<file path="src/rtl/eth_phy_10g_pkg.sv">
// Shared 10GBASE-R PCS definitions: sync headers, descrambler taps, BER monitor states.
package eth_phy_10g_pkg;

  localparam logic [1:0] SYNC_DATA = 2'b01;
  localparam logic [1:0] SYNC_CTRL = 2'b10;

  // Polynomial x^58 + x^39 + 1
  localparam int unsigned DESCR_TAP_A = 39;
  localparam int unsigned DESCR_TAP_B = 58;

  localparam int unsigned ERR_W   = 6;
  localparam logic [ERR_W-1:0] ERR_MAX = '1;

  typedef enum logic [1:0] {
    BER_UNLOCKED = 2'd0,
    BER_MONITOR  = 2'd1,
    BER_HI_BER   = 2'd2
  } ber_state_t;

  function automatic logic sync_invalid(input logic [1:0] hdr);
    return !(hdr == SYNC_DATA || hdr == SYNC_CTRL);
  endfunction

endpackage

</file>
<file path="src/rtl/eth_phy_10g_ber_mon.sv">
// Sync-header BER monitor: counts invalid headers per window of accepted blocks, flags hi_ber.
module eth_phy_10g_ber_mon
  import eth_phy_10g_pkg::*;
#(
  parameter int unsigned BER_WINDOW = 19531,
  parameter int unsigned BER_THRESH = 16
) (
  input  logic             clk,
  input  logic             reset,
  input  logic             aligned,
  input  logic             valid,
  input  logic [1:0]       hdr,
  output logic             hi_ber,
  output logic [ERR_W-1:0] err_count
);

  localparam int unsigned TW = $clog2(BER_WINDOW);
  localparam logic [TW-1:0] TIMER_LAST = TW'(BER_WINDOW - 1);

  ber_state_t       state;
  logic [TW-1:0]    timer;
  logic [ERR_W-1:0] err_next;
  logic             over_thresh;

  always_comb begin
    err_next = err_count;
    if (sync_invalid(hdr) && err_count != ERR_MAX)
      err_next = err_count + 1'b1;
    over_thresh = 32'(err_next) >= BER_THRESH;
  end

  always_ff @(posedge clk or posedge reset) begin
    if (reset) begin
      state     <= BER_UNLOCKED;
      timer     <= '0;
      err_count <= '0;
      hi_ber    <= 1'b0;
    end else if (!aligned) begin
      state     <= BER_UNLOCKED;
      timer     <= '0;
      err_count <= '0;
      hi_ber    <= 1'b0;
    end else if (valid) begin
      // The last block's header still belongs to the closing window.
      if (timer == TIMER_LAST) begin
        timer     <= '0;
        err_count <= '0;
        if (over_thresh) begin
          state  <= BER_HI_BER;
          hi_ber <= 1'b1;
        end else begin
          state  <= BER_MONITOR;
          hi_ber <= 1'b0;
        end
      end else begin
        timer     <= timer + 1'b1;
        err_count <= err_next;
        if (state == BER_HI_BER || over_thresh) begin
          state  <= BER_HI_BER;
          hi_ber <= 1'b1;
        end else begin
          state  <= BER_MONITOR;
          hi_ber <= 1'b0;
        end
      end
    end else if (state == BER_UNLOCKED) begin
      state <= BER_MONITOR;
    end
  end

endmodule

</file>
<file path="src/rtl/eth_phy_10g_rx_descrambler.sv">
// 10GBASE-R receive descrambler (x^58 + x^39 + 1) with one-cycle registered latency and BER monitor.
module eth_phy_10g_rx_descrambler
  import eth_phy_10g_pkg::*;
#(
  parameter int unsigned BER_WINDOW = 19531,
  parameter int unsigned BER_THRESH = 16
) (
  input  logic             clk,
  input  logic             reset,
  input  logic             aligned,
  input  logic             valid_in,
  input  logic [63:0]      data_in,
  input  logic [1:0]       hdr_in,
  output logic [63:0]      data_out,
  output logic [1:0]       hdr_out,
  output logic             valid_out,
  output logic             hi_ber,
  output logic [ERR_W-1:0] err_count
);

  localparam int unsigned SW  = DESCR_TAP_B;
  localparam int unsigned LAG = DESCR_TAP_B - DESCR_TAP_A;

  logic [SW-1:0]    descr_state;
  logic [SW+63:0]   chain;
  logic [63:0]      descr;
  logic             accept;

  assign accept = valid_in & aligned;

  // chain[SW+i] is the current bit i; chain[LAG+i] and chain[i] are 39 and 58 bits earlier.
  always_comb begin
    chain = {data_in, descr_state};
    descr = '0;
    for (int unsigned i = 0; i < 64; i++)
      descr[i] = chain[SW+i] ^ chain[LAG+i] ^ chain[i];
  end

  always_ff @(posedge clk or posedge reset) begin
    if (reset) begin
      data_out    <= '0;
      hdr_out     <= '0;
      valid_out   <= 1'b0;
      descr_state <= '0;
    end else begin
      valid_out <= accept;
      if (accept) begin
        data_out    <= descr;
        hdr_out     <= hdr_in;
        descr_state <= data_in[63:64-SW];
      end
    end
  end

  eth_phy_10g_ber_mon #(
    .BER_WINDOW(BER_WINDOW),
    .BER_THRESH(BER_THRESH)
  ) u_ber_mon (
    .clk      (clk),
    .reset    (reset),
    .aligned  (aligned),
    .valid    (valid_in),
    .hdr      (hdr_in),
    .hi_ber   (hi_ber),
    .err_count(err_count)
  );

endmodule

</file>
<file path="config.mk">
export PLATFORM = sky130hd
export DESIGN_NAME = eth_phy_10g_rx_descrambler
export DESIGN_NICKNAME = d
export VERILOG_FILES = /design/src/rtl/eth_phy_10g_pkg.sv /design/src/rtl/eth_phy_10g_ber_mon.sv /design/src/rtl/eth_phy_10g_rx_descrambler.sv
export SDC_FILE = /design/constraint.sdc
export NUM_CORES = 1
export LEC_CHECK = 0
export BUFFER_PORTS_ARGS = -buffer_cell sky130_fd_sc_hd__buf_2
export CAP_MARGIN = 20
export CORE_MARGIN = 1
export CORE_UTILIZATION = 60
export CTS_CLUSTER_DIAMETER = 30
export DETAILED_ROUTE_END_ITERATION = 10
export PLACE_DENSITY = 0.85
export SLEW_MARGIN = 10
export SYNTH_ARGS = -nofsm -noshare
export SYNTH_HDL_FRONTEND = slang
export SYNTH_HIERARCHICAL = 1
export SYNTH_SLANG_ARGS = --single-unit
</file>
<file path="constraint.sdc">
create_clock -name clk -period 13.8 [get_ports clk]
set_input_delay 4.14 -clock clk [delete_from_list [all_inputs] [get_ports clk]]
set_output_delay 4.14 -clock clk [all_outputs]
set_load 0.05 [all_outputs]
</file>
# --- After elaboration in Yosys (flattened, before gate mapping) ---
# Index checks and enable logic that the tools add are counted.
totals:
  elab_cells: 170
  inputBits: 70
  output_inout_bits: 74
  ff_bits: 149
classes:
  n_addsub: 2
  muxes: 18
  eq_ne: 7
  order_cmp: 1
  reduce_logical: 5
  bitwise: 129
op_table:
  columns: ["operator", "n"]
  rows:
  - ["$xor A1 B1 Y1", 128]
  - ["$mux W15", 3]
  - ["$mux W6", 4]
  - ["$add A15 B1 Y15 const B", 1]
  - ["$eq A15 B15 Y1 const B", 1]
  - ["$mux W2", 6]
  - ["$add A6 B1 Y6 const B", 1]
  - ["$ge A6 B5 Y1 const B", 1]
  - ["$ne A6 B6 Y1 const B", 1]
  - ["$mux W1", 5]
  - ["$eq A2 B2 Y1 const B", 2]
  - ["$ne A3 B1 Y1 const B", 1]
  - ["$eq A2 B1 Y1 const B", 1]
  - ["$logic_not A2 Y1", 1]
  - ["$logic_or A1 B1 Y1", 2]
  - ["$ne A2 B1 Y1 const B", 1]
  - ["$and A1 B1 Y1", 1]
  - ["$logic_and A1 B1 Y1", 1]
  - ["$logic_not A1 Y1", 1]

# --- Longest topological paths before layout ---
# Gate-level depths: netlist of the first run.
depth:
  ltp_word: 11
  mapped_depth: 7
  ltp_nobuf: 6

# --- Hierarchy ---
# The synthesis of the first run kept the hierarchy.
modules_own_cells:
  columns: ["mod", "seq_area_each_um2", "cells_per_inst", "n_inst", "area_each_um2"]
  rows:
  - ["eth_phy_10g_rx_descrambler", 3128.0, 329, 1, 6512.5]
  - ["eth_phy_10g_ber_mon", 600.6, 141, 1, 1350.0]

# --- Least setup slack after synthesis of the first run ---
# No wires, ideal clock.
synth_path:
  kind: "input to register"
  start: "input hdr_in[0]"
  end: "register u_ber_mon.err_count[3]"
  arrival_time_ns: 5.045
  n_path_buf: 0
  setup_ns: 0.077
  setup_slack_ns: 8.678
  cell_stages: 4
  required_ns: 13.723
  cell_sequence: "xnor2_2 -> o211ai_1 -> or3_1 -> a21oi_1"
synth_via:
  elab_chain_len: 8
  word_cells_on_any_way: 9
  cone_classes: "eq/ne (2); mux (4); reduce/logical (3)"
synth_rtl:
  columns: ["element", "line", "text"]
  rows:
  - ["start: declaration", "eth_phy_10g_rx_descrambler.sv:13", "input logic [1:0] hdr_in,"]
  - ["$eq A2 B1 Y1 / $eq A2 B2 Y1 (equally long branches)", "eth_phy_10g_pkg.sv:21", "return !(hdr == SYNC_DATA || hdr == SYNC_CTRL);"]
  - ["$logic_or A1 B1 Y1 *", "eth_phy_10g_pkg.sv:21", null]
  - ["$logic_not A1 Y1 *", "eth_phy_10g_pkg.sv:21", null]
  - ["$logic_and A1 B1 Y1 *", "eth_phy_10g_ber_mon.sv:27", "if (sync_invalid(hdr) && err_count != ERR_MAX)"]
  - ["$mux W6 *", "eth_phy_10g_ber_mon.sv:27", null]
  - ["$mux W6 *", "eth_phy_10g_ber_mon.sv:45", "if (timer == TIMER_LAST) begin"]
  - ["$mux W6 *", "eth_phy_10g_ber_mon.sv:43", "end else if (valid) begin"]
  - ["$mux W6 *", "eth_phy_10g_ber_mon.sv:38", "end else if (!aligned) begin"]
  - ["end signal: assignment", "eth_phy_10g_ber_mon.sv:57", "err_count <= err_next;"]
  - ["end: declaration", "eth_phy_10g_ber_mon.sv:14", "output logic [ERR_W-1:0] err_count"]
# Mark *: on every way between the ends. The rest lies on a longest branch, timed or not. The select of a mux whose other input is x is not followed.
# A chain may end at the register's enable or synchronous reset.

# --- Final worst setup path of the first run ---
layout_path:
  start: "input aligned"
  end: "register descr_state[24]"
layout_via:
  elab_chain_len: 1
layout_rtl:
  columns: ["element", "line", "text"]
  rows:
  - ["start: declaration", "eth_phy_10g_rx_descrambler.sv:10", "input logic aligned,"]
  - ["$and A1 B1 Y1", "eth_phy_10g_rx_descrambler.sv:29", "assign accept = valid_in & aligned;"]
  - ["end signal: assignment", "eth_phy_10g_rx_descrambler.sv:50", "descr_state <= data_in[63:64-SW];"]
  - ["end: declaration", "eth_phy_10g_rx_descrambler.sv:24", "logic [SW-1:0] descr_state;"]
# No other way between the ends.

==> results by group, run 1 <==
Die
  • Die extent in y: 116.5 µm
  • Initial Utilization: 61.80%
  • Top Ports: 144
  • Area of the core: 0.01272 mm²
  • Total Die Area: 0.01357 mm²
  • Die Width: 116.5 µm
  • Number of rows in the core area: 41

Synthesis
  • Sequential area share after synthesis: 47.42%
  • Number of library cell types mapped by synthesis: 51
  • Number of storage elements in the synthesis netlist: 149
  • Number of synthesized flops with an enable pin: 0
  • Most used flip-flop cell after synthesis: sky130_fd_sc_hd__dfrtp_1
  • Cell area after technology mapping: 0.007863 mm²
  • Average cell area after synthesis: 16.73 µm²
  • Total number of yosys warnings: 6
  • Synthesized instance count: 470
  • Proportion of synthesized flip-flops having asynchronous set or reset: 100.0%
  • Net Count, Synth: 543

Pwr
  • Peak supply drop: 0.1236 mV
  • Standby leakage power: 4.623 nW
  • PwrDens: 185.0 mW/mm²

Layout
  • Syn-to-layout area delta: 17.11%
  • Commonest cells after routing, fill and taps aside: 149 x sky130_fd_sc_hd__dfrtp_1, 143 x sky130_fd_sc_hd__buf_2, 79 x sky130_fd_sc_hd__mux2_4, 64 x sky130_fd_sc_hd__xor3_1, 45 x sky130_fd_sc_hd__mux2_2
  • Most common library cell in the layout ignoring fill and taps: sky130_fd_sc_hd__dfrtp_1
  • Post-route cell area: 0.009208 mm²
  • Number of nets at the end of the flow: 690
  • Fraction of final layout cells sized beyond drive strength 1: 49.05%
  • Number of antenna repair diodes: 0

Clock tree
  • Number of buffers created by CTS: 17
  • Clk buf depth: 2
  • Count of cells resized by post-cts repair: 0
  • Latest clock arrival within the worst-skew pair: 420 ps
  • Number of H-tree branching levels: 4
  • Clock Sink Count: 149
  • Clk slew on worst S/H paths: 60 ps
  • Clock tree from TritonCTS: built
  • Post-cts hold buffer count: 0
  • Clock tree root buffer cell: sky130_fd_sc_hd__clkbuf_16
  • Count of buffers added by post-CTS timing repair for setup: 0

Global routing
  • Pin count of the biggest net entering global routing: 64
  • GRT Total Usage: 24.84%
  • Wire length of the first global-routing pass: 24590 µm
  • Number of global-route vias before repair: 4645
  • Global-route congestion overflow total: 0
  • Antenna violations before repair: 0

Drt
  • Via density per instance: 5.516
  • Antenna viol nets, final: 0
  • Number of remaining DRC errors: 0
  • Vias: 4424
  • Violation count after the first detailed-route iteration: 225
  • Routed WL: 15580 µm
  • Final routed wire length divided by cell count: 19.43 µm
  • TritonRoute pass-1 iters: 4

STA
  • Achievable frequency: 0.1631 GHz
  • Tightest slew margin relative to the limit: 36.99%
  • Setup Total Neg Slack: 0 ps
  • Setup repair after global routing missed its margin: no
  • Slew at the pin closest to its max-slew limit: 943.2 ps
  • Final hold viol count: 0
  • Post-route clock skew: 5.463 ps
  • Final-report setup violation count: 0
  • Tcrit/Tclk final: 44.42%
  • Period minus WS final: 6130 ps
  • Count of pins over their slew limit: 0

Hold path
  • Kind of path behind the tightest hold check: reg2reg

Setup path
  • Arrival time worst endpoint: 6430 ps
  • Kind of cell adding the most delay to the critical path: buffers and inverters
  • Sum of buffers and inverters on the critical path: 3
  • Maximum single-stage delay on the critical path: 810 ps
  • Slowest library cell on the worst path: sky130_fd_sc_hd__buf_4
  • Highest fanout seen on the critical path: 54
  • Type of element capturing the critical path: flip-flop
  • Ordered cell list for the critical path: buf_2 -> nand2_4 -> inv_6 -> buf_4 -> mux2_2
  • Worst endpoint required time: 14100 ps
  • Start-to-end type of the worst setup path: in2reg
  • Setup crit start kind: primary input

Run status
  • Status: finished clean

Placed design
  • Port Buffer Count: 143
  • Final RePlAce weighted congestion: 0.7952
  • Hpwl dp: 10900 µm
  • Cell Area, Placed: 0.008646 mm²

Flow run
  • Number of violations of the max-capacitance limit: 0
[cells in the mapped netlist (6+ instances only)]
cell type	count	area, µm²
sky130_fd_sc_hd__dfrtp_1	149	3729
sky130_fd_sc_hd__nand2_1	12	45.04
sky130_fd_sc_hd__mux2_2	45	506.7
sky130_fd_sc_hd__xor3_1	64	1521
sky130_fd_sc_hd__buf_8	8	120.1
sky130_fd_sc_hd__nand3_1	9	45.04
sky130_fd_sc_hd__a31oi_1	6	37.54
sky130_fd_sc_hd__nor2_1	15	56.30
sky130_fd_sc_hd__mux2_4	79	1186
sky130_fd_sc_hd__xnor2_1	7	61.31
sky130_fd_sc_hd__buf_2	7	35.03
[sequential cells by signal, summed over array words and instances, names as in the netlist]
register,cells
data_out,64
descr_state,58
hdr_out,2
u_ber_mon/err_count,6
u_ber_mon/hi_ber,1
u_ber_mon/state,2
u_ber_mon/timer,15
valid_out,1
[logic make-up after synthesis]
logic type                 synth area share (%)
DFF                                       47.42
muxes                                     21.66
xor gates and xnor gates                  20.78
and+or+nand+nor                           4.997
AOI/OAI and AO/OA                         2.212
buffers and inverters                     2.451
adders and majority gates                0.4775
[metal layers]
| layer | track usage [%] | wire length (µm) | vias up |
|---|---|---|---|
| met4 | 8.803 | 316 | 0 |
| met5 | 0 | 0 | - |
| met1 | 32.54 | 6655 | 2241 |
| met3 | 6.383 | 806 | 29 |
| li1 | - | - | 2006 |
| met2 | 40.47 | 7806 | 148 |
[metrics by stage]
| stage | util, % | cells | setup slack (ps) | total power [mW] | hold WS, ps |
|---|---|---|---|---|---|
| floorplan | - | 470 | 6332 | 1.127 | 490.9 |
| global placement | 67.96 | 770 | 7332 | 1.252 | 487.8 |
| detailed placement | 67.96 | 770 | 7274 | 1.272 | 488.1 |
| CTS | 72.37 | 802 | 7713 | 1.717 | 509.4 |
| global route | 72.37 | 802 | 7575 | 1.772 | 514.5 |
| finish | 72.37 | 802 | 7670 | 1.704 | 506.6 |
[power by group]
group | leakage, nW | switching [mW] | internal (mW)
clock network | 0.264 | 0.179 | 0.257
logic | 2.56 | 0.382 | 0.273
registers | 1.80 | 0.0756 | 0.538
total | 4.62 | 0.637 | 1.07
[layout make-up]
class                      instances  area (µm²)
multi-input combinational        298        3941
fill                             842        3515
timing repair buffer             145       730.7
tap                              172       215.2
inverter                           6       30.03
clock inverter                    12       105.1
clock buffer                      20       456.7
sequential                       149        3729
[worst paths after layout]
path / slack, ps / start / cells past startpoint / end
setup / recovery: 7670 / aligned / 5 / descr_state[24]$_DFFE_PP0P_
hold / removal: 510 / data_out[60]$_DFFE_PP0P_ / 1 / data_out[60]$_DFFE_PP0P_
setup reg to reg: 11570 / u_ber_mon/timer[7]$_DFFE_PP0P_ / 4 / u_ber_mon/timer[8]$_DFFE_PP0P_
hold reg to reg: 510 / data_out[60]$_DFFE_PP0P_ / 1 / data_out[60]$_DFFE_PP0P_
max in group asynchronous: 8650 / reset / 3 / descr_state[21]$_DFFE_PP0P_
min in group asynchronous: 3880 / reset / 2 / data_out[8]$_DFFE_PP0P_
Power figures use the tool's default switching activity.
==> run 2, diff against run 1 <==
- CORE_UTILIZATION: 60 -> 51
- PLACE_DENSITY: 0.85 -> 0.77
- clock period: 13.8 -> 5.44 ns (I/O delays scaled with it)
==> run 2 against run 1 <==
  * Routed wire length up 1.1%
  * Cell count up 2.2%
  * Critical endpoint is now data_out[44]$_DFFE_PP0P_
  * Worst setup slack worse by 5500 ps
==> results by group, run 2 (synthesized netlist as in run 1, its figures left out) <==
Die
  • Number of rows in the core area: 45
  • Die Width: 126.2 µm
  • Die extent in y: 126.2 µm
  • Top Ports: 144
  • Area of the core: 0.01515 mm²
  • Total Die Area: 0.01592 mm²
  • Initial Utilization: 51.91%

Pwr
  • PwrDens: 473.6 mW/mm²
  • Standby leakage power: 4.660 nW
  • Peak supply drop: 0.3980 mV

Hold path
  • Kind of path behind the tightest hold check: reg2reg
  • Hold path depth: 1
  • HP Start: data_out[4]$_DFFE_PP0P_
  • Sink of the worst hold path: data_out[4]$_DFFE_PP0P_

Layout
  • Fraction of final layout cells sized beyond drive strength 1: 49.37%
  • Most common library cell in the layout ignoring fill and taps: sky130_fd_sc_hd__dfrtp_1
  • Commonest cells after routing, fill and taps aside: 149 x sky130_fd_sc_hd__dfrtp_1, 143 x sky130_fd_sc_hd__buf_2, 79 x sky130_fd_sc_hd__mux2_4, 64 x sky130_fd_sc_hd__xor3_1, 45 x sky130_fd_sc_hd__mux2_2
  • Number of fill cells in the layout: 1148
  • Number of antenna repair diodes: 0
  • Number of nets at the end of the flow: 692
  • Flip-flop count of the largest register, all copies and words added: 64
  • Largest registers in the final layout: data_out x64, descr_state x58, u_ber_mon/timer x15
  • Syn-to-layout area delta: 18.03%
  • Most flop-heavy register: data_out

Drt
  • TritonRoute pass-1 iters: 4
  • Final routed wire length divided by cell count: 19.22 µm
  • Vias: 4429
  • Antenna viol nets, final: 0
  • Violation count after the first detailed-route iteration: 278
  • Via density per instance: 5.401
  • Routed WL: 15760 µm
  • Number of remaining DRC errors: 0

STA
  • Final hold viol count: 0
  • Tcrit/Tclk final: 61.02%
  • Setup repair after global routing missed its margin: no
  • Setup Total Neg Slack: 0 ps
  • Tightest slew margin relative to the limit: 27.14%
  • Slew at the pin closest to its max-slew limit: 1093 ps
  • Fin worst setup slack: 2120 ps
  • Achievable frequency: 0.3012 GHz
  • Final-report setup violation count: 0
  • Period minus WS final: 3320 ps
  • Count of pins over their slew limit: 0
  • Post-route clock skew: 9.268 ps

Setup path
  • Internal reg-to-reg setup slack: 3170 ps
  • Slowest library cell on the worst path: sky130_fd_sc_hd__inv_6
  • Endpoint of the most critical register-to-register path: u_ber_mon/timer[10]$_DFFE_PP0P_
  • Highest fanout seen on the critical path: 92
  • RR Startpoint: u_ber_mon/timer[7]$_DFFE_PP0P_
  • Worst endpoint required time: 5740 ps
  • Number of cell instances on the worst register-to-register path: 4
  • Arrival time worst endpoint: 3620 ps
  • Maximum single-stage delay on the critical path: 830 ps
  • Sum of buffers and inverters on the critical path: 3
  • Ordered cell list for the critical path: buf_2 -> nand2_4 -> inv_6 -> buf_4 -> mux2_4
  • Start-to-end type of the worst setup path: in2reg
  • Setup crit start kind: primary input
  • Kind of cell adding the most delay to the critical path: buffers and inverters
  • Type of element capturing the critical path: flip-flop

Flow run
  • Number of violations of the max-capacitance limit: 0

Placed design
  • Hpwl dp: 11010 µm
  • Final RePlAce weighted congestion: 0.8617
  • Worst setup timing slack at the placement stage: 1645 ps
  • Port Buffer Count: 143

Clock tree
  • Count of cells resized by post-cts repair: 0
  • Clk buf depth: 2
  • Clock tree from TritonCTS: built
  • Count of buffers added by post-CTS timing repair for setup: 0
  • Clock Sink Count: 149
  • Number of buffers created by CTS: 17
  • Post-cts hold buffer count: 0
  • Clock tree root buffer cell: sky130_fd_sc_hd__clkbuf_16
  • Number of H-tree branching levels: 4
  • Latest clock arrival within the worst-skew pair: 430 ps
  • Clk slew on worst S/H paths: 60 ps

Global routing
  • Pin count of the biggest net entering global routing: 93
  • Wire length of the first global-routing pass: 25740 µm
  • GRT Total Usage: 21.45%
  • Global-route congestion overflow total: 0
  • Number of global-route vias before repair: 4653
  • Antenna violations before repair: 1

Run status
  • Status: finished clean
## run 2: layout make-up
class                           instances  area (µm²)  area share, %
Clock buffer                           18       439.2          4.732
Inverter                                6       30.03         0.3236
Sequential cell                       149        3729          40.18
Timing Repair Buffer                  147       745.7          8.036
Multi-Input combinational cell        298        3941          42.47
Tap cell                              188       235.2          2.535
Clock inverter                         14       160.2          1.726
## run 2: power by group
group / leakage (nW) / switching, mW / internal [mW]
sequential: 1.80 / 0.187 / 1.36
clock: 0.291 / 0.461 / 0.728
combinational: 2.57 / 0.962 / 0.693
total: 4.66 / 1.61 / 2.79
## run 2: worst max path at each step
stage / start / end / slack [ps] / cells after the start
after floorplan: reset / data_out[0]$_DFFE_PP0P_ / 480 / 1
after global placement: aligned / data_out[50]$_DFFE_PP0P_ / 1720 / 5
after detailed placement: aligned / data_out[44]$_DFFE_PP0P_ / 1640 / 5
after CTS: aligned / data_out[44]$_DFFE_PP0P_ / 2090 / 5
after global routing: aligned / data_out[44]$_DFFE_PP0P_ / 1980 / 5
final: aligned / data_out[44]$_DFFE_PP0P_ / 2120 / 5
## run 2: worst reg2reg max path: cells and delay by family (launching register included)
| family | cells | cell delay, ps |
|---|---|---|
| and+or+nand+nor | 3 | 970 |
| AOI/OAI and AO/OA | 1 | 700 |
| DFF | 1 | 440 |
## run 2: routing by layer
layer	global-route usage, %	share of wire [%]
met1	28.68	44
met2	34.09	49
met3	5.777	5.2
met4	7.229	1.5
met5	0	0
## run 2: per-stage QoR
step | area (µm²) | power [mW] | util, % | hold WS [ps] | std cells
floorplan | 7863 | 2.860 | - | 490.9 | 470
global placement | 8681 | 3.190 | 57.32 | 490.0 | 788
detailed placement | 8681 | 3.223 | 57.32 | 487.4 | 788
CTS | 9280 | 4.432 | 61.27 | 509.1 | 820
global route | 9280 | 4.575 | 61.27 | 520.6 | 820
finish | 9280 | 4.395 | 61.27 | 506.0 | 820
==> run 3, diff against run 2 <==
- CORE_UTILIZATION: 51 -> 56
- PLACE_DENSITY: 0.77 -> 0.8
- clock period: 5.44 -> 3.3 ns (I/O delays scaled with it)
==> run 3 against run 2 <==
  * Routed wire length is 1.4% higher
  * Clock power is 76% higher
  * Critical path depth is 1 lower
  * Cell count is 0.73% lower
  * Clock-buffer cell count is 2 higher
  * Total power is 68% higher
  * Sequential power is 66% higher
==> results by group, run 3 (synthesized netlist as in run 1, its figures left out) <==
Clock tree
  • Clk buf depth: 2
  • Clock tree from TritonCTS: built
  • Count of cells resized by post-cts repair: 0
  • Number of buffers created by CTS: 17
  • Clock Sink Count: 149
  • Clock tree root buffer cell: sky130_fd_sc_hd__clkbuf_16
  • Count of buffers added by post-CTS timing repair for setup: 0
  • Post-cts hold buffer count: 0
  • Number of H-tree branching levels: 4
  • Clk slew on worst S/H paths: 60 ps
  • Latest clock arrival within the worst-skew pair: 420 ps

Pwr
  • Peak supply drop: 0.5130 mV
  • Overall Power: 7.393 mW
  • Standby leakage power: 4.710 nW
  • PwrDens: 788.3 mW/mm²

Global routing
  • GRT Total Usage: 23.73%
  • Antenna violations before repair: 0
  • Number of global-route vias before repair: 4734
  • Global-route congestion overflow total: 0
  • Pin count of the biggest net entering global routing: 63
  • Wire length of the first global-routing pass: 25820 µm

Run status
  • Status: finished clean

Placed design
  • Hpwl dp: 11320 µm
  • Port Buffer Count: 143
  • Placed insts: 782
  • Final RePlAce weighted congestion: 0.8094
  • Worst setup timing slack at the placement stage: 803.1 ps

Die
  • Die Width: 120.5 µm
  • Die extent in y: 120.5 µm
  • Total Die Area: 0.01452 mm²
  • Number of rows in the core area: 42
  • Area of the core: 0.01345 mm²
  • Top Ports: 144
  • Initial Utilization: 58.44%

STA
  • Slew at the pin closest to its max-slew limit: 933.5 ps
  • Setup Total Neg Slack: 0 ps
  • Final-report setup violation count: 0
  • Period minus WS final: 2212 ps
  • Fin worst setup slack: 1088 ps
  • Count of pins over their slew limit: 0
  • Achievable frequency: 0.4521 GHz
  • Final hold viol count: 0
  • Tcrit/Tclk final: 67.03%
  • Setup repair after global routing missed its margin: no
  • Post-route clock skew: 5.404 ps
  • Tightest slew margin relative to the limit: 37.70%

Layout
  • Largest registers in the final layout: data_out x64, descr_state x58, u_ber_mon/timer x15
  • Number of antenna repair diodes: 0
  • Flip-flop count of the largest register, all copies and words added: 64
  • Total area of multi-input combinational cells: 0.003941 mm²
  • Syn-to-layout area delta: 19.29%
  • Commonest cells after routing, fill and taps aside: 149 x sky130_fd_sc_hd__dfrtp_1, 143 x sky130_fd_sc_hd__buf_2, 79 x sky130_fd_sc_hd__mux2_4, 64 x sky130_fd_sc_hd__xor3_1, 45 x sky130_fd_sc_hd__mux2_2
  • Core occupancy in the finished layout: 69.72%
  • Number of nets at the end of the flow: 698
  • Sequential Area: 0.003729 mm²
  • Most common library cell in the layout ignoring fill and taps: sky130_fd_sc_hd__dfrtp_1
  • Fraction of final layout cells sized beyond drive strength 1: 49.84%
  • Most flop-heavy register: data_out
  • Number of fill cells in the layout: 908
  • Number of standard cells in the final layout excluding fillers: 814

Flow run
  • Number of violations of the max-capacitance limit: 0

Drt
  • Routed WL: 15970 µm
  • Violation count after the first detailed-route iteration: 269
  • Vias: 4431
  • Final routed wire length divided by cell count: 19.62 µm
  • Via density per instance: 5.443
  • Number of remaining DRC errors: 0
  • TritonRoute pass-1 iters: 4
  • Antenna viol nets, final: 0

Setup path
  • Setup crit start kind: flip-flop
  • Type of element capturing the critical path: flip-flop
  • Arrival time worst endpoint: 2490 ps
  • Highest fanout seen on the critical path: 14
  • Start-to-end type of the worst setup path: reg2reg
  • Worst endpoint required time: 3580 ps

Hold path
  • Kind of path behind the tightest hold check: in2async
[run 3: changes by cell type in the layout (fill, tap and decap cells not counted)]
cell	change
sky130_fd_sc_hd__buf_12	+2
sky130_fd_sc_hd__buf_4	+4
sky130_fd_sc_hd__bufinv_16	+1
sky130_fd_sc_hd__clkbuf_8	+2
sky130_fd_sc_hd__clkinv_2	-3
sky130_fd_sc_hd__clkinv_4	-1
sky130_fd_sc_hd__clkinvlp_4	+1
sky130_fd_sc_hd__inv_4	-1
sky130_fd_sc_hd__inv_6	+1
[run 3: worst paths after layout]
check / start / end / slack [ps] / cells past startpoint
setup / recovery: u_ber_mon/timer[7]$_DFFE_PP0P_ / u_ber_mon/timer[3]$_DFFE_PP0P_ / 1090 / 4
hold / removal: reset / data_out[27]$_DFFE_PP0P_ / 450 / 2
setup reg to reg: u_ber_mon/timer[7]$_DFFE_PP0P_ / u_ber_mon/timer[3]$_DFFE_PP0P_ / 1090 / 4
hold reg to reg: data_out[1]$_DFFE_PP0P_ / data_out[1]$_DFFE_PP0P_ / 510 / 1
max in group asynchronous: reset / data_out[6]$_DFFE_PP0P_ / 1920 / 3
min in group clk: data_out[1]$_DFFE_PP0P_ / data_out[1]$_DFFE_PP0P_ / 510 / 1
[run 3: metal layers]
metal / up-vias / routed length (µm) / track usage [%]
li1: 2018 / - / -
met1: 2240 / 6914 / 31.99
met2: 148 / 7733 / 36.93
met3: 25 / 1004 / 6.840
met4: 0 / 323 / 8.488
met5: - / 0 / 0
[run 3: report_power, final]
group | internal [mW] | leakage, nW | switching [mW] | total, mW
logic | 1.15 | 2.61 | 1.59 | 2.74
registers | 2.25 | 1.80 | 0.317 | 2.57
clock network | 1.32 | 0.308 | 0.767 | 2.09
[run 3: per-stage QoR]
step / hold slack, ps / cell area [µm²]
detailed placement: 489.0 / 8737
finish: 447.0 / 9379
global route: 443.4 / 9379
global placement: 491.0 / 8737
floorplan: 490.9 / 7866
CTS: 437.1 / 9379
[run 3: cell type report]
class	instances	area share [%]
Clock inverter	12	1.868
Tap cell	176	2.348
Inverter	6	0.3335
Multi-Input combinational cell	298	42.02
Sequential cell	149	39.75
Clock buffer	20	4.976
Timing Repair Buffer	153	8.698
[run 3: worst max-delay path, stage by stage, from the launching register on]
cell	delay [ps]
sky130_fd_sc_hd__dfrtp_1	440
sky130_fd_sc_hd__nor4b_1	360
sky130_fd_sc_hd__nand4_1	450
sky130_fd_sc_hd__o21ai_2	690
sky130_fd_sc_hd__nor2_1	120
